### config.mk
export PLATFORM = sky130hd
export DESIGN_NAME = alu_32
export DESIGN_NICKNAME = d
export VERILOG_FILES = /design/src/rtl/alu_32.sv
export SDC_FILE = /design/constraint.sdc
export NUM_CORES = 1
export LEC_CHECK = 0
export CAP_MARGIN = 30
export CORE_MARGIN = 10
export CORE_UTILIZATION = 55
export CTS_CLUSTER_DIAMETER = 120
export DETAILED_ROUTE_END_ITERATION = 16
export PLACE_DENSITY = 0.87
export SLEW_MARGIN = 0
export SYNTH_ARGS = -nofsm -noshare
export SYNTH_HDL_FRONTEND = slang
export SYNTH_SLANG_ARGS = --single-unit
### constraint.sdc
create_clock -name clk -period 12.5 [get_ports clk]
set_input_delay 2.5 -clock clk [delete_from_list [all_inputs] [get_ports clk]]
set_output_delay 2.5 -clock clk [all_outputs]
set_load 0.005 [all_outputs]
### src/rtl/alu_32.sv
// alu_32 - registered 32-bit integer ALU for the MIPS execute stage.
//
// Operations: AND, OR, NOR, ADD (signed), ADDU (unsigned), SUB (signed)
// and SLT (signed). The operands and control are sampled on every rising
// edge. The result and the flags appear one cycle later. There is no
// handshake, and a new operation is accepted every cycle.
//
// Ports:
//   clk                 - clock; all state changes on the rising edge
//   rst                 - synchronous active-high reset (priority over ops)
//   input_a, input_b    - WORD_SIZE operands
//   control             - 4-bit operation select
//   result              - registered operation result
//   zero                - registered; 1 when the registered result is all zeros
//   cout                - registered adder carry out of the MSB
//   err_overflow        - registered overflow flag (advisory, no trap)
//   err_invalid_control - registered; 1 when control is not a known opcode
//
// Optional build macro ALU_STICKY_ERR_EN: when it is defined, err_overflow and
// err_invalid_control stay at 1 once set, until rst clears them.
module alu_32 #(
    parameter int WORD_SIZE = 32
) (
    input  logic                 clk,
    input  logic                 rst,
    input  logic [WORD_SIZE-1:0] input_a,
    input  logic [WORD_SIZE-1:0] input_b,
    input  logic [3:0]           control,
    output logic [WORD_SIZE-1:0] result,
    output logic                 zero,
    output logic                 cout,
    output logic                 err_overflow,
    output logic                 err_invalid_control
);

    localparam logic [3:0] CONTROL_AND          = 4'b0000;
    localparam logic [3:0] CONTROL_OR           = 4'b0001;
    localparam logic [3:0] CONTROL_ADD          = 4'b0010;
    localparam logic [3:0] CONTROL_ADD_UNSIGNED = 4'b0011;
    localparam logic [3:0] CONTROL_SUB          = 4'b0110;
    localparam logic [3:0] CONTROL_SLT          = 4'b0111;
    localparam logic [3:0] CONTROL_NOR          = 4'b1100;

    localparam int MSB = WORD_SIZE - 1;

    // One shared adder. Subtraction and SLT use a + ~b + 1.
    logic                 use_sub;
    logic [WORD_SIZE-1:0] adder_b;
    logic [WORD_SIZE:0]   adder_sum;
    logic                 add_ovf;
    logic                 sub_ovf;

    always_comb begin
        use_sub   = (control == CONTROL_SUB) || (control == CONTROL_SLT);
        adder_b   = use_sub ? ~input_b : input_b;
        adder_sum = {1'b0, input_a} + {1'b0, adder_b}
                    + {{WORD_SIZE{1'b0}}, use_sub};
        add_ovf   = (input_a[MSB] == input_b[MSB]) &&
                    (adder_sum[MSB] != input_a[MSB]);
        sub_ovf   = (input_a[MSB] != input_b[MSB]) &&
                    (adder_sum[MSB] != input_a[MSB]);
    end

    logic [WORD_SIZE-1:0] next_result;
    logic                 next_cout;
    logic                 next_ovf;
    logic                 next_invalid;

    always_comb begin
        next_result  = '0;
        next_cout    = 1'b0;
        next_ovf     = 1'b0;
        next_invalid = 1'b0;
        case (control)
            CONTROL_AND: next_result = input_a & input_b;
            CONTROL_OR:  next_result = input_a | input_b;
            CONTROL_NOR: next_result = ~(input_a | input_b);
            CONTROL_ADD: begin
                next_result = adder_sum[MSB:0];
                next_cout   = adder_sum[WORD_SIZE];
                next_ovf    = add_ovf;
            end
            CONTROL_ADD_UNSIGNED: begin
                next_result = adder_sum[MSB:0];
                next_cout   = adder_sum[WORD_SIZE];
                next_ovf    = adder_sum[WORD_SIZE];
            end
            CONTROL_SUB: begin
                next_result = adder_sum[MSB:0];
                next_cout   = adder_sum[WORD_SIZE];
                next_ovf    = sub_ovf;
            end
            CONTROL_SLT: begin
                // The sign of the difference is wrong when a-b overflows.
                // XOR with the overflow restores the true signed a<b.
                next_result = {{(WORD_SIZE-1){1'b0}}, adder_sum[MSB] ^ sub_ovf};
            end
            default: next_invalid = 1'b1;
        endcase
    end

    always_ff @(posedge clk) begin
        if (rst) begin
            result              <= '0;
            zero                <= 1'b1;
            cout                <= 1'b0;
            err_overflow        <= 1'b0;
            err_invalid_control <= 1'b0;
        end else begin
            result <= next_result;
            zero   <= (next_result == '0);
            cout   <= next_cout;
`ifdef ALU_STICKY_ERR_EN
            err_overflow        <= err_overflow | next_ovf;
            err_invalid_control <= err_invalid_control | next_invalid;
`else
            err_overflow        <= next_ovf;
            err_invalid_control <= next_invalid;
`endif
        end
    end

endmodule

==> flow_summary_export.csv, run 1 <==
group,metric,value,unit
floorplan,die-area,12100,um^2
global_routing,antenna_found_initial,0,
routing,vias_per_cell,6.57,
sta,layout_min_cycle_time,6.90,ns
global_routing,grt.overflow.total,0,
setup_path,endpoint_kind,"register",
sta,rsz0062_at_grt,"no",
setup_path,crit_type,"in -> reg",
routing,wire_per_inst,20.4,um
synthesis,synth-edff-count,0,
routing,ant_nets,0,
synthesis,netlist_area,4450,um^2
setup_path,crit_chain,"clkdlybuf4s50_1 -> nand3b_1 -> buf_4 -> xnor2_1 -> ha_1 -> o21a_1 -> a21oi_2 -> a221o_1 -> a31oi_2 -> nor3_4 -> o41ai_2 -> xor2_1 -> a2111oi_0 -> and4b_1 -> a41o_1",
setup_path,cp-start-kind,"primary input",
sta,finalSetupViolCount,0,
synthesis,synth.top_cell.area_share,0.162,
synthesis,syn_area_per_cell,7.36,um^2
setup_path,cp.arrival,7.14,ns
status,status,"completed",
synthesis,synth_seq_cells,36,
setup_path,required,12.75,ns
sta,worstMarginPinSlew,0.823,ns
sta,clock.fmax,145,MHz
synthesis,yosysWarnings,0,
routing,drt_iter0_drc,466,
setup_path,cp_max_fo,33,
synthesis,synth_nets,710,
routing,vias,5156,
cells_and_area,fin_nets,788,
routing,drt_wl_total,16000,um
setup_path,startpoint,"control[1]",
clock_tree,cts-root-buf,"clkbuf_8",
floorplan,core_area,7810,um^2
global_routing,first_global_vias,4885,
sta,finalCritPeriodShare,0.552,
synthesis,ys_seq_area_frac,0.162,
power,powerDensity,89.9,nW/um^2
setup_path,critPathTopFamily,"compound AO/OA/AOI/OAI gates",
clock_tree,htreeDepth,2,
placement,hpwl,12200,um
cells_and_area,drive_gt1_frac,0.0395,
cells_and_area,multi_input_area,3530,um^2
sta,hold_slack,3.02,ns
synthesis,synth_cell_types,67,
power,leakage,0.00233,uW
synthesis,synthTopCellsByArea,"dfxtp_1 (16%), ha_1 (9.9%), xnor2_1 (7.5%), a21oi_1 (7.1%), a21o_1 (5.7%)",
hold_path,hold_path.class,"in -> reg",
floorplan,initial_core_util,0.569,
cells_and_area,antenna_cells,0,
synthesis,syn_inst,604,
setup_path,crit_path_max_incr_delay,0.71,ns
cells_and_area,regArea,721,um^2
routing,first_pass_iters,5,
floorplan,ios,106,
clock_tree,cts_buffers,5,
synthesis,ys_top_cells_by_count,"a21oi_1 (63), nor2_1 (62), nor3_1 (42)",
clock_tree,cts_tree,"yes",
power,vdd_drop_max,67.2,uV
global_routing,grt_pass1_wl,24600,um
floorplan,die-width,110,um
run,cap_violations,0,
clock_tree,ctsHoldBuffers,0,
cells_and_area,fillers,652,
placement,port_buffers,105,
floorplan,fp.dieH,110,um
sta,slew_violations,0,
sta,hold_viol_final,0,
floorplan,row_count,32,
synthesis,synth-async-reset-ratio,0,
clock_tree,cts_resized,0,
setup_path,worst-path-buf-inv,2,
sta,finalSetupTns,0,ns
synthesis,yosysTopAreaCell,"dfxtp_1",
clock_tree,clkSinkCount,36,
clock_tree,post_cts_buffers,0,
synthesis,synthFlopType,"dfxtp_1",
clock_tree,ctsLongestPathBuffers,2,
synthesis,yosysMostFrequentCell,"a21oi_1",
setup_path,crit_path_top_delay_cell,"clkdlybuf4s50_1",
global_routing,grt_max_degree,49,
clock_tree,cts.clk_slew.worst_paths,0.09,ns
cells_and_area,area_growth,26.9,%
global_routing,grt_use_total,0.253,
power,finalPower,507,uW
routing,drc,0,
hold_path,min_from,"input_b[23]",
placement,place_congestion,1.02,
sta,relSlewSlack,0.451,
tightest hold or removal path: cells and delay by family:
family,cells,cell delay [ns]
buffers and inverters,1,0.51
AOI/OAI and AO/OA,2,0.27
cell type report:
class | instances | share of cell area
timing repair buffer | 111 | 0.194
inverter | 12 | 0.00798
sequential | 36 | 0.128
tap | 102 | 0.0226
multi-input combinational | 516 | 0.625
clock inverter | 1 | 0.00532
clock buffer | 7 | 0.0171
placed cells by master (no fill, tap or decap), drive strengths merged, types with 3 or more instances in the layout:
| cell | instances |
|---|---|
| nor3 | 43 |
| a31oi | 8 |
| clkdlybuf4s50 | 105 |
| a211oi | 7 |
| nor2 | 62 |
| a22oi | 4 |
| nor2b | 7 |
| clkbuf | 7 |
| nand3b | 3 |
| o211ai | 5 |
| o31a | 3 |
| a211o | 4 |
| maj3 | 7 |
| mux2i | 5 |
| nand2 | 38 |
| o22ai | 3 |
| nand3 | 11 |
| inv | 12 |
| o31ai | 5 |
| xnor2 | 38 |
| nand2b | 5 |
| o21ai | 25 |
| ha | 35 |
| o21a | 6 |
| dfxtp | 36 |
| xor2 | 12 |
| a221o | 16 |
| and3 | 6 |
| a21oi | 65 |
| nor4 | 5 |
| a21o | 34 |
| buf | 6 |
| a221oi | 9 |
| nand4 | 13 |
path summary, 6_finish.rpt:
path                          to  slack [ns]  depth (start not counted)
worst max-delay path        zero        5.60                         15
worst min-delay path  result[23]        3.02                          3
report_power, final:
group	leakage, uW	switching (uW)	internal, uW
clock network	0.0000645	51.8	70.6
logic	0.00197	146	113
registers	0.000295	2.54	123
total	0.00233	200	307
flip-flops by register name, indices dropped and copies added, names as in the netlist:
signal,count
cout,1
zero,1
err_invalid_control,1
result,32
err_overflow,1
metal layers:
| metal | track usage | vias up | wire length (um) |
|---|---|---|---|
| met4 | 0.0901 | 0 | 420 |
| met3 | 0.0445 | 47 | 1460 |
| met5 | 0 | - | 0 |
| li1 | - | 2428 | - |
| met2 | 0.416 | 297 | 7370 |
| met1 | 0.323 | 2384 | 6780 |
cells by family (layout without fill, tap and decap cells):
kind of cell / after synthesis / after routing / share of synthesized area
buffers and inverters: 52 / 131 / 0.0484
muxes: 5 / 5 / 0.0113
AOI/OAI and AO/OA: 214 / 214 / 0.338
adders and majority gates: 43 / 43 / 0.119
DFF: 36 / 36 / 0.162
and+or+nand+nor: 204 / 204 / 0.223
xor gates and xnor gates: 50 / 50 / 0.0985
per-stage QoR:
stage | setup slack (ns) | area [um^2] | std cells | utilization
finish | 5.60 | 5640 | 785 | 0.723
global route | 5.32 | 5640 | 785 | 0.723
CTS | 5.68 | 5640 | 785 | 0.723
detailed placement | 5.40 | 5520 | 777 | 0.706
global placement | 5.43 | 5520 | 777 | 0.706
floorplan | 6.43 | 4450 | 604 | -
Note: power is estimated with default switching activity, not from simulation.
==> run 2: changes to the inputs <==
Settings changed: CORE_UTILIZATION 55 to 52, PLACE_DENSITY 0.87 to 0.83.
Clock period 12.5 ns to 7.1 ns, I/O delays scaled along.
==> run 2 against run 1 <==
Compared with the run above:
- final cell count up 0.51%
- global-route usage decreased by 2.0 points
- non-clock buffer count grew 2
- largest cell class unchanged
- total power rose by 62%
- critical endpoint unchanged
- critical path type unchanged
- wire length shrank 3.0%
==> flow_summary_export.csv, run 2 (synthesis gave the netlist of run 1 again) <==
group,metric,value,unit
status,status,"completed",
power,leakage,0.00231,uW
routing,drc,0,
sta,layout_min_cycle_time,5.56,ns
cells_and_area,antenna_cells,0,
routing,ant_nets,0,
routing,wire_per_inst,19.7,um
clock_tree,clkSinkCount,36,
cells_and_area,fin_area,5610,um^2
sta,relSlewSlack,0.400,
placement,place_congestion,0.986,
global_routing,first_global_vias,4918,
cells_and_area,area_growth,26.2,%
sta,slew_violations,0,
sta,hold_viol_final,0,
placement,place_inst,782,
setup_path,cp.arrival,5.75,ns
placement,port_buffers,105,
cells_and_area,instances_no_fill,789,
hold_path,hold_path.class,"in -> reg",
clock_tree,post_cts_buffers,0,
floorplan,ios,106,
global_routing,grt.overflow.total,0,
cells_and_area,layout_common_cells,"clkdlybuf4s50_1 (105), nor2_1 (62), a21oi_1 (62)",
floorplan,core_area,8260,um^2
cells_and_area,fin_nets,790,
sta,worstMarginPinSlew,0.900,ns
placement,dpl_cell_area,5530,um^2
clock_tree,ctsLongestPathBuffers,2,
sta,finalCritPeriodShare,0.783,
global_routing,antenna_found_initial,0,
global_routing,grt_use_total,0.233,
routing,vias,5077,
cells_and_area,drive_gt1_frac,0.0395,
sta,finalSetupViolCount,0,
setup_path,crit_type,"in -> reg",
clock_tree,cts_resized,0,
power,powerDensity,146,nW/um^2
routing,drt_wl_total,15500,um
routing,first_pass_iters,6,
floorplan,die-width,112,um
power,vdd_drop_max,81.9,uV
sta,finalSetupTns,0,ns
setup_path,startpoint,"control[1]",
routing,vias_per_cell,6.43,
floorplan,row_count,33,
floorplan,initial_core_util,0.538,
clock_tree,cts.clk_slew.worst_paths,0.08,ns
setup_path,cp_max_fo,16,
sta,rsz0062_at_grt,"no",
clock_tree,cts_tree,"yes",
clock_tree,htreeDepth,2,
setup_path,required,7.29,ns
setup_path,cp-start-kind,"primary input",
setup_path,endpoint_kind,"register",
run,cap_violations,0,
sta,clock.fmax,180,MHz
clock_tree,cts-root-buf,"clkbuf_8",
cells_and_area,mostFrequentLayoutCell,"clkdlybuf4s50_1",
routing,drt_iter0_drc,456,
clock_tree,ctsHoldBuffers,0,
floorplan,die-area,12600,um^2
global_routing,grt_max_degree,38,
cells_and_area,top_register,"result",
placement,hpwl,12400,um
global_routing,grt_pass1_wl,25000,um
clock_tree,cts_buffers,5,
floorplan,fp.dieH,112,um
setup_path,critical_path.endpoint,"zero",
cells_and_area,largest_reg_flops,32,
## run 2: cell types whose count changed in the layout (fill, tap and decap cells not counted)
cell | previous run | this run
buf_4 | 6 | 8
bufinv_16 | 1 | 0
clkinv_2 | 0 | 1
clkbuf_1 | 0 | 1
clkbuf_8 | 7 | 5
## run 2: worst min-delay path by stage
stage	cells after the start	start	endpoint	slack [ns]
finish	3	input_b[23]	result[23]	1.95
global route	3	rst	result[26]	1.97
CTS	3	input_b[23]	result[23]	1.94
detailed placement	1	result[4]	result[4]	2.13
global placement	1	result[6]	result[6]	2.13
floorplan	2	input_a[31]	result[0]	1.63
## run 2: through the flow
stage               hold slack (ns)  setup WS [ns]  total power (uW)   util
global placement               2.13           1.40               663  0.670
CTS                            1.94           1.63               815  0.680
floorplan                      1.63           2.11               513      -
finish                         1.95           1.54               820  0.680
global route                   1.97           1.28               872  0.680
detailed placement             2.13           1.31               669  0.670
## run 2: power breakdown
part | total (uW) | internal (uW) | switching (uW)
sequential | 220 | 216 | 4.14
combinational | 454 | 200 | 253
clock | 147 | 67.0 | 79.7
total | 820 | 483 | 337
## run 2: final cells by class
cell class / count / area [um^2]
tap: 105 / 131
inverter: 12 / 45.0
clock buffer: 6 / 72.6
fill: 726 / 2650
timing repair buffer: 113 / 1110
clock inverter: 1 / 5.00
multi-input combinational: 516 / 3530
sequential: 36 / 721
## run 2: critical path, cell delays in order
cell,delay (ns)
clkdlybuf4s50_1,0.84
nand3b_1,0.18
buf_4,0.27
xnor2_1,0.16
ha_1,0.35
nor2b_1,0.17
o31a_1,0.28
o21ai_1,0.29
nand2_1,0.22
a211oi_1,0.46
o31a_1,0.25
xor2_1,0.07
o21ai_0,0.33
and4b_1,0.24
a41o_1,0.23
## run 2: layer usage
metal | track usage | up-vias | share of wire
met3 | 0.0596 | 27 | 0.089
li1 | - | 2438 | -
met2 | 0.399 | 277 | 0.48
met5 | 0 | - | 0
met1 | 0.280 | 2335 | 0.41
met4 | 0.0651 | 0 | 0.017
